<file path="src/rtl/writeback_stage.sv">
// Final pipeline stage: picks the ALU or load result for the register-file write port
// and keeps saturating retire/branch/stall statistics plus a sticky pipeline-hang flag.
module writeback_stage #(
  parameter int REG_WIDTH    = 16,
  parameter int OPCODE_WIDTH = 8,
  parameter int CNT_WIDTH    = 16,
  parameter int STALL_LIMIT  = 255
) (
  input  logic                    I_CLOCK,
  input  logic                    I_RESET_N,
  input  logic                    I_LOCK,
  input  logic [REG_WIDTH-1:0]    I_ALUOut,
  input  logic [REG_WIDTH-1:0]    I_MemOut,
  input  logic [OPCODE_WIDTH-1:0] I_Opcode,
  input  logic [3:0]              I_DestRegIdx,
  input  logic                    I_FetchStall,
  input  logic                    I_DepStall,
  output logic                    O_LOCK,
  output logic                    O_WBEnable,
  output logic [3:0]              O_WBRegIdx,
  output logic [REG_WIDTH-1:0]    O_WBData,
  output logic [CNT_WIDTH-1:0]    O_RetireCount,
  output logic [CNT_WIDTH-1:0]    O_BranchCount,
  output logic [CNT_WIDTH-1:0]    O_StallCount,
  output logic                    O_Hang
);

  localparam logic [OPCODE_WIDTH-1:0] OP_ADD_D  = OPCODE_WIDTH'(8'h00);
  localparam logic [OPCODE_WIDTH-1:0] OP_ADDI_D = OPCODE_WIDTH'(8'h01);
  localparam logic [OPCODE_WIDTH-1:0] OP_AND_D  = OPCODE_WIDTH'(8'h02);
  localparam logic [OPCODE_WIDTH-1:0] OP_ANDI_D = OPCODE_WIDTH'(8'h03);
  localparam logic [OPCODE_WIDTH-1:0] OP_MOV    = OPCODE_WIDTH'(8'h04);
  localparam logic [OPCODE_WIDTH-1:0] OP_MOVI_D = OPCODE_WIDTH'(8'h05);
  localparam logic [OPCODE_WIDTH-1:0] OP_LDW    = OPCODE_WIDTH'(8'h06);
  localparam logic [OPCODE_WIDTH-1:0] OP_STW    = OPCODE_WIDTH'(8'h07);
  localparam logic [OPCODE_WIDTH-1:0] OP_BRN    = OPCODE_WIDTH'(8'h08);
  localparam logic [OPCODE_WIDTH-1:0] OP_BRZ    = OPCODE_WIDTH'(8'h09);
  localparam logic [OPCODE_WIDTH-1:0] OP_BRP    = OPCODE_WIDTH'(8'h0A);
  localparam logic [OPCODE_WIDTH-1:0] OP_BRNZ   = OPCODE_WIDTH'(8'h0B);
  localparam logic [OPCODE_WIDTH-1:0] OP_BRNP   = OPCODE_WIDTH'(8'h0C);
  localparam logic [OPCODE_WIDTH-1:0] OP_BRZP   = OPCODE_WIDTH'(8'h0D);
  localparam logic [OPCODE_WIDTH-1:0] OP_BRNZP  = OPCODE_WIDTH'(8'h0E);
  localparam logic [OPCODE_WIDTH-1:0] OP_JMP    = OPCODE_WIDTH'(8'h0F);
  localparam logic [OPCODE_WIDTH-1:0] OP_JSR    = OPCODE_WIDTH'(8'h10);
  localparam logic [OPCODE_WIDTH-1:0] OP_JSRR   = OPCODE_WIDTH'(8'h11);

  localparam int RUN_W = ($clog2(STALL_LIMIT + 1) > 8) ? $clog2(STALL_LIMIT + 1) : 8;
  localparam logic [RUN_W-1:0] RUN_MAX = RUN_W'(STALL_LIMIT);

  typedef enum logic {ST_IDLE, ST_RUN} state_t;

  state_t           state;
  logic [RUN_W-1:0] run_p1;
  logic [RUN_W-1:0] run_nxt_p0;
  logic             vld_p0;
  logic             stall_p0;
  logic             wr_alu_p0;
  logic             wr_mem_p0;
  logic             is_br_p0;

  function automatic logic [CNT_WIDTH-1:0] sat_inc(input logic [CNT_WIDTH-1:0] v);
    return (&v) ? v : v + 1'b1;
  endfunction

  function automatic logic [RUN_W-1:0] run_inc(input logic [RUN_W-1:0] v);
    return (v >= RUN_MAX) ? RUN_MAX : v + 1'b1;
  endfunction

  // Stage p0: qualify the held instruction and decode its write-back class
  always_comb begin
    vld_p0     = I_LOCK & ~I_FetchStall & ~I_DepStall;
    stall_p0   = I_LOCK & (I_FetchStall | I_DepStall);
    run_nxt_p0 = run_inc(run_p1);
    wr_alu_p0  = 1'b0;
    wr_mem_p0  = 1'b0;
    is_br_p0   = 1'b0;
    case (I_Opcode)
      OP_ADD_D, OP_ADDI_D, OP_AND_D, OP_ANDI_D, OP_MOV, OP_MOVI_D: wr_alu_p0 = 1'b1;
      OP_JSR, OP_JSRR: begin
        wr_alu_p0 = 1'b1;
        is_br_p0  = 1'b1;
      end
      OP_LDW: wr_mem_p0 = 1'b1;
      OP_BRN, OP_BRZ, OP_BRP, OP_BRNZ, OP_BRNP, OP_BRZP, OP_BRNZP, OP_JMP: is_br_p0 = 1'b1;
      OP_STW: wr_alu_p0 = 1'b0;
      default: wr_alu_p0 = 1'b0;
    endcase
  end

  // Stage p1: registered write port, statistics and hang detection
  always_ff @(negedge I_CLOCK or negedge I_RESET_N) begin
    if (!I_RESET_N) begin
      state         <= ST_IDLE;
      run_p1        <= '0;
      O_LOCK        <= 1'b0;
      O_WBEnable    <= 1'b0;
      O_WBRegIdx    <= '0;
      O_WBData      <= '0;
      O_RetireCount <= '0;
      O_BranchCount <= '0;
      O_StallCount  <= '0;
      O_Hang        <= 1'b0;
    end else begin
      O_LOCK     <= I_LOCK;
      O_WBEnable <= 1'b0;
      case (state)
        ST_IDLE: if (I_LOCK) state <= ST_RUN;
        ST_RUN:  if (!I_LOCK) state <= ST_IDLE;
        default: state <= ST_IDLE;
      endcase
      if (!I_LOCK) begin
        run_p1 <= '0;
      end else if (stall_p0) begin
        O_StallCount <= sat_inc(O_StallCount);
        run_p1       <= run_nxt_p0;
        if (run_nxt_p0 == RUN_MAX) O_Hang <= 1'b1;
      end else if (vld_p0) begin
        run_p1        <= '0;
        O_RetireCount <= sat_inc(O_RetireCount);
        if (is_br_p0) O_BranchCount <= sat_inc(O_BranchCount);
        if (wr_alu_p0 || wr_mem_p0) begin
          O_WBEnable <= 1'b1;
          O_WBRegIdx <= I_DestRegIdx;
          O_WBData   <= wr_mem_p0 ? I_MemOut : I_ALUOut;
        end
      end
    end
  end

endmodule
</file>
<file path="config.mk">
export PLATFORM = sky130hd
export DESIGN_NAME = writeback_stage
export DESIGN_NICKNAME = d
export VERILOG_FILES = /design/src/rtl/writeback_stage.sv
export SDC_FILE = /design/constraint.sdc
export NUM_CORES = 1
export LEC_CHECK = 0
export ABC_AREA = 1
export CAP_MARGIN = 20
export CORE_AREA = 2 2 126 128
export DETAILED_ROUTE_END_ITERATION = 7
export DIE_AREA = 0 0 128 130
export GPL_ROUTABILITY_DRIVEN = 0
export PLACE_DENSITY = 0.59
export SKIP_LAST_GASP = 1
export SLEW_MARGIN = 20
export SYNTH_ARGS = -nofsm -noshare
export SYNTH_HDL_FRONTEND = slang
export SYNTH_SLANG_ARGS = --single-unit
</file>
<file path="constraint.sdc">
create_clock -name I_CLOCK -period 2 [get_ports I_CLOCK]
set_input_delay 0.2 -clock I_CLOCK [delete_from_list [all_inputs] [get_ports I_CLOCK]]
set_output_delay 0.2 -clock I_CLOCK [all_outputs]
set_load 0.01 [all_outputs]
</file>
* Yosys cells after proc, flatten, opt, wreduce, memory -nomap -nowiden
Cells that the tools add are included. W data, S select, Z words.
Storage, ports and cells: flip-flop bits (word level) 79, input port bits 49, output and inout port bits 71, logic and storage cells 66
Operators by class: $add $sub $neg 4, magnitude comparators 1, eq/ne operators 18, mux-type cells 12, bitwise logic cells 10, reductions and logical operators 12
Operator list (count):
- $eq A8 B4 Y1 const B | 8
- $add A16 B1 Y16 const B | 3
- $reduce_and A16 Y1 | 3
- $mux W8 | 4
- $eq A8 B3 Y1 const B | 3
- $eq A8 B2 Y1 const B | 2
- $eq A8 B5 Y1 const B | 2
- $mux W16 | 1
- $reduce_or A10 Y1 | 1
- $add A8 B1 Y8 const B | 1
- $eq A8 B1 Y1 const B | 1
- $eq A8 B8 Y1 const B | 1
- $ge A8 B8 Y1 const B | 1
- $logic_not A8 Y1 | 1
- $reduce_and A4 Y1 | 2
- $reduce_or A8 Y1 | 1
- $mux W1 | 7
- $not A1 Y1 | 6
- $reduce_and A3 Y1 | 2
- $reduce_and A5 Y1 | 1
- $and A1 B1 Y1 | 3
- $ne A3 B1 Y1 const B | 1
- $logic_or A1 B1 Y1 | 1
- $or A1 B1 Y1 | 1

* Depth between registers and ports, before layout
word-level depth 8, depth in mapped cells 10, depth with buffers taken out 10

==> flow_metrics.tcl <==
set metrics [dict create \
    finalSetupTns_ns -6.61 \
    cpMaxStageDelayCell "dfrtn_1" \
    path_cells "buf_2" \
    grt_max_degree 23 \
    hpwlAfterDp_mm 9.27 \
    yosysSeqAreaShare_pct 44.2 \
    p_leak_nw 3.92 \
    layout-drive-gt1-share_pct 36.3 \
    ys_ff_latch 79 \
    synthArstFlopShare_pct 100 \
    synth-edff-count 0 \
    critPathMaxFanout 2 \
    post-synth-top-count-cell "nand2_1" \
    finalPower_w 0.00509 \
    clock_tree.root_cell "clkbuf_16" \
    holdBufCountCts 0 \
    ant_nets 0 \
    wl_mm 13.0 \
    arrival_ns 1.93 \
    syn-instance-count 617 \
    clock_latency_ns 0.35 \
    antenna_found_initial 0 \
    numCtsBuffers 9 \
    synth_nets 670 \
    hold_viol 0 \
    pin_count 120 \
    grt_pass1_vias 4534 \
    fin_skew_ns 0.00487 \
    worst_slack_ns -0.126 \
    synth_area_sq_mm 0.00447 \
    via_per_inst 4.39 \
    status "finished, violations left" \
    clkPwrFrac_pct 35.6 \
    synthDominantCellAreaShare_pct 44.2 \
    switchingPower_w 0.00141 \
    drt_iter0_drc 193 \
    grt-ovfl-total 0 \
    start_util_pct 29.0 \
    h-tree-depth 3 \
    combPwrFrac_pct 27.9 \
    grt_usage_pct 16.0 \
    cp_num_buf_inv 1 \
    avgSynthCellArea_sq_um 7.25 \
    drcViolationCount 0 \
    power.internal_w 0.00368 \
    seqPwrFrac_pct 36.5 \
    clkSlewWorstSetupHoldPaths_ns 0.05 \
    clock_path_buffers 2 \
    die_h_um 130 \
    ys.flop_type "dfrtn_1" \
    io_buffers 119 \
    yosys.area.top_type "dfrtn_1" \
    first_pass_iters 4 \
    finalSetupViolations 73 \
    start_kind "flip-flop" \
    die_area_sq_mm 0.0166 \
    report.final.slew_viol_count 0 \
    p_sw_share_pct 27.7 \
    rows 46 \
    vias 4752 \
    synth.distinct_cells 30 \
    layout.cells.non_filler 1082 \
    path_class "flip-flop to output pin" \
    grt_pass1_wl_mm 21.2 \
    diodes 0 \
    cp_top_family "flip-flops" \
    synth_area_leaders "dfrtn_1 (44%), nand2_1 (21%), nand3_1 (7.9%)" \
    violations "negative setup slack" \
    relSlewSlack_pct 69.7 \
    post_drt_wl_per_cell_um 12.0 \
    max_stage_delay_ns 0.43 \
    core_sq_mm 0.0154 \
    cellPowerDensity_mw_per_mm2 676 \
    place_inst 1007 \
    yosys-top-cells-count "nand2_1 (256), dfrtn_1 (79), nand3_1 (71)" \
    required_ns 1.80 \
    min_path_type "flip-flop to flip-flop" \
    endpoint_kind "output pin" \
    cts_sinks 79 \
    rsz0062_at_grt "true" \
    die_w_um 128 \
    worst_slew_pin_slew_ns 0.451 \
    area_growth_pct 68.4 \
    drv_cap 0 \
    timing.hold.ws_ns 0.439 \
    ir_worst_vdd_v 0.000402 \
    synth_warnings 0 \
    cts_tree "done" \
    nNetsFinal 938 \
]
cells by family after synthesis:
group,count (synthesis),synth area share [%]
AND/OR/NAND/NOR,407,38.5
flip-flops,79,44.2
buffers and inverters,68,6.46
XOR/XNOR,34,6.66
AO/OA/AOI/OAI,25,2.99
adder cells (fa/ha/maj),4,1.12
sequential cells by signal (all words and copies together), names as in the netlist:
| signal | count |
|---|---|
| O_BranchCount | 16 |
| O_Hang | 1 |
| O_LOCK | 1 |
| O_RetireCount | 16 |
| O_StallCount | 16 |
| O_WBData | 16 |
| O_WBEnable | 1 |
| O_WBRegIdx | 4 |
| run_p1 | 8 |
worst paths after layout:
path,startpoint,endpoint,slack (ns),cells past startpoint
setup / recovery,O_RetireCount[10]$_DFFE_NN0P_,O_RetireCount[10],-0.13,1
hold reg to reg,O_WBData[8]$_DFFE_NN0P_,O_WBData[8]$_DFFE_NN0P_,0.44,2
min in group asynchronous,I_RESET_N,O_StallCount[6]$_DFFE_NN0P_,0.65,1
hold / removal,O_WBData[8]$_DFFE_NN0P_,O_WBData[8]$_DFFE_NN0P_,0.44,2
max in group asynchronous,I_RESET_N,O_StallCount[5]$_DFFE_NN0P_,0.88,2
setup reg to reg,O_BranchCount[0]$_DFFE_NN0P_,O_BranchCount[12]$_DFFE_NN0P_,0.11,11
routing by layer:
metal | GRT usage, % | wire length, um
met2 | 26.7 | 6390
met3 | 2.71 | 443
met1 | 20.8 | 5890
met5 | 0 | 0
met4 | 6.66 | 238
metrics by stage:
step / setup slack (ns) / utilization [%] / instance area, sq um
3_3_place_gp: -0.740 / 43.0 / 6640
5_1_grt: -0.180 / 48.8 / 7530
4_1_cts: -0.148 / 46.2 / 7120
3_5_place_dp: -0.795 / 43.0 / 6640
6_report: -0.126 / 48.8 / 7530
2_1_floorplan: -0.205 / - / 4530
cells in the final DEF (no fill, tap or decap), types with 3 or more instances in the layout:
cell	Yosys	layout
nand2_1	256	212
buf_4	4	132
dfrtn_1	79	79
nand3_1	71	67
buf_2	6	57
nor2_1	49	48
inv_1	49	45
clkdlybuf4s50_1	0	36
nand2_2	2	35
buf_6	0	30
xor2_1	19	19
xnor2_1	15	15
nand2_4	1	9
o21ai_0	13	9
clkbuf_16	0	9
nand4_1	8	8
inv_2	3	7
o21ai_1	4	7
nor3_1	9	7
buf_12	0	7
buf_8	1	6
nand3_4	0	5
nand3b_1	4	4
a21oi_1	4	4
nor2_4	0	3
nand2_8	0	3
ha_1	4	3
power groups by stage:
stage	clock (W)	sequential [W]	combinational [W]
2_1_floorplan	0	0.00202	0.000327
3_3_place_gp	0	0.00188	0.00123
3_5_place_dp	0	0.00189	0.00124
4_1_cts	0.00185	0.00186	0.00127
5_1_grt	0.00193	0.00187	0.00157
6_report	0.00181	0.00186	0.00142
final cells by class:
type                            count  area (sq um)
Clock inverter                      5          81.3
Timing Repair Buffer              271          2260
Inverter                           53           204
Timing Repair inverter              1          7.51
Multi-Input combinational cell    470          2510
Fill cell                        1524          7900
Sequential cell                    79          1980
Clock buffer                       11           243
Tap cell                          192           240
timing repair:
item | 4_1_cts | 5_1_grt
resized for setup | 396 | 66
endpoints found under the hold margin | 0 | 0
endpoints found under the setup margin | 149 | 130
setup buffers | 32 | 30
pin swaps | 17 | 20
cloned | 4 | 0
No activity file was read; power rests on OpenSTA's default activity.
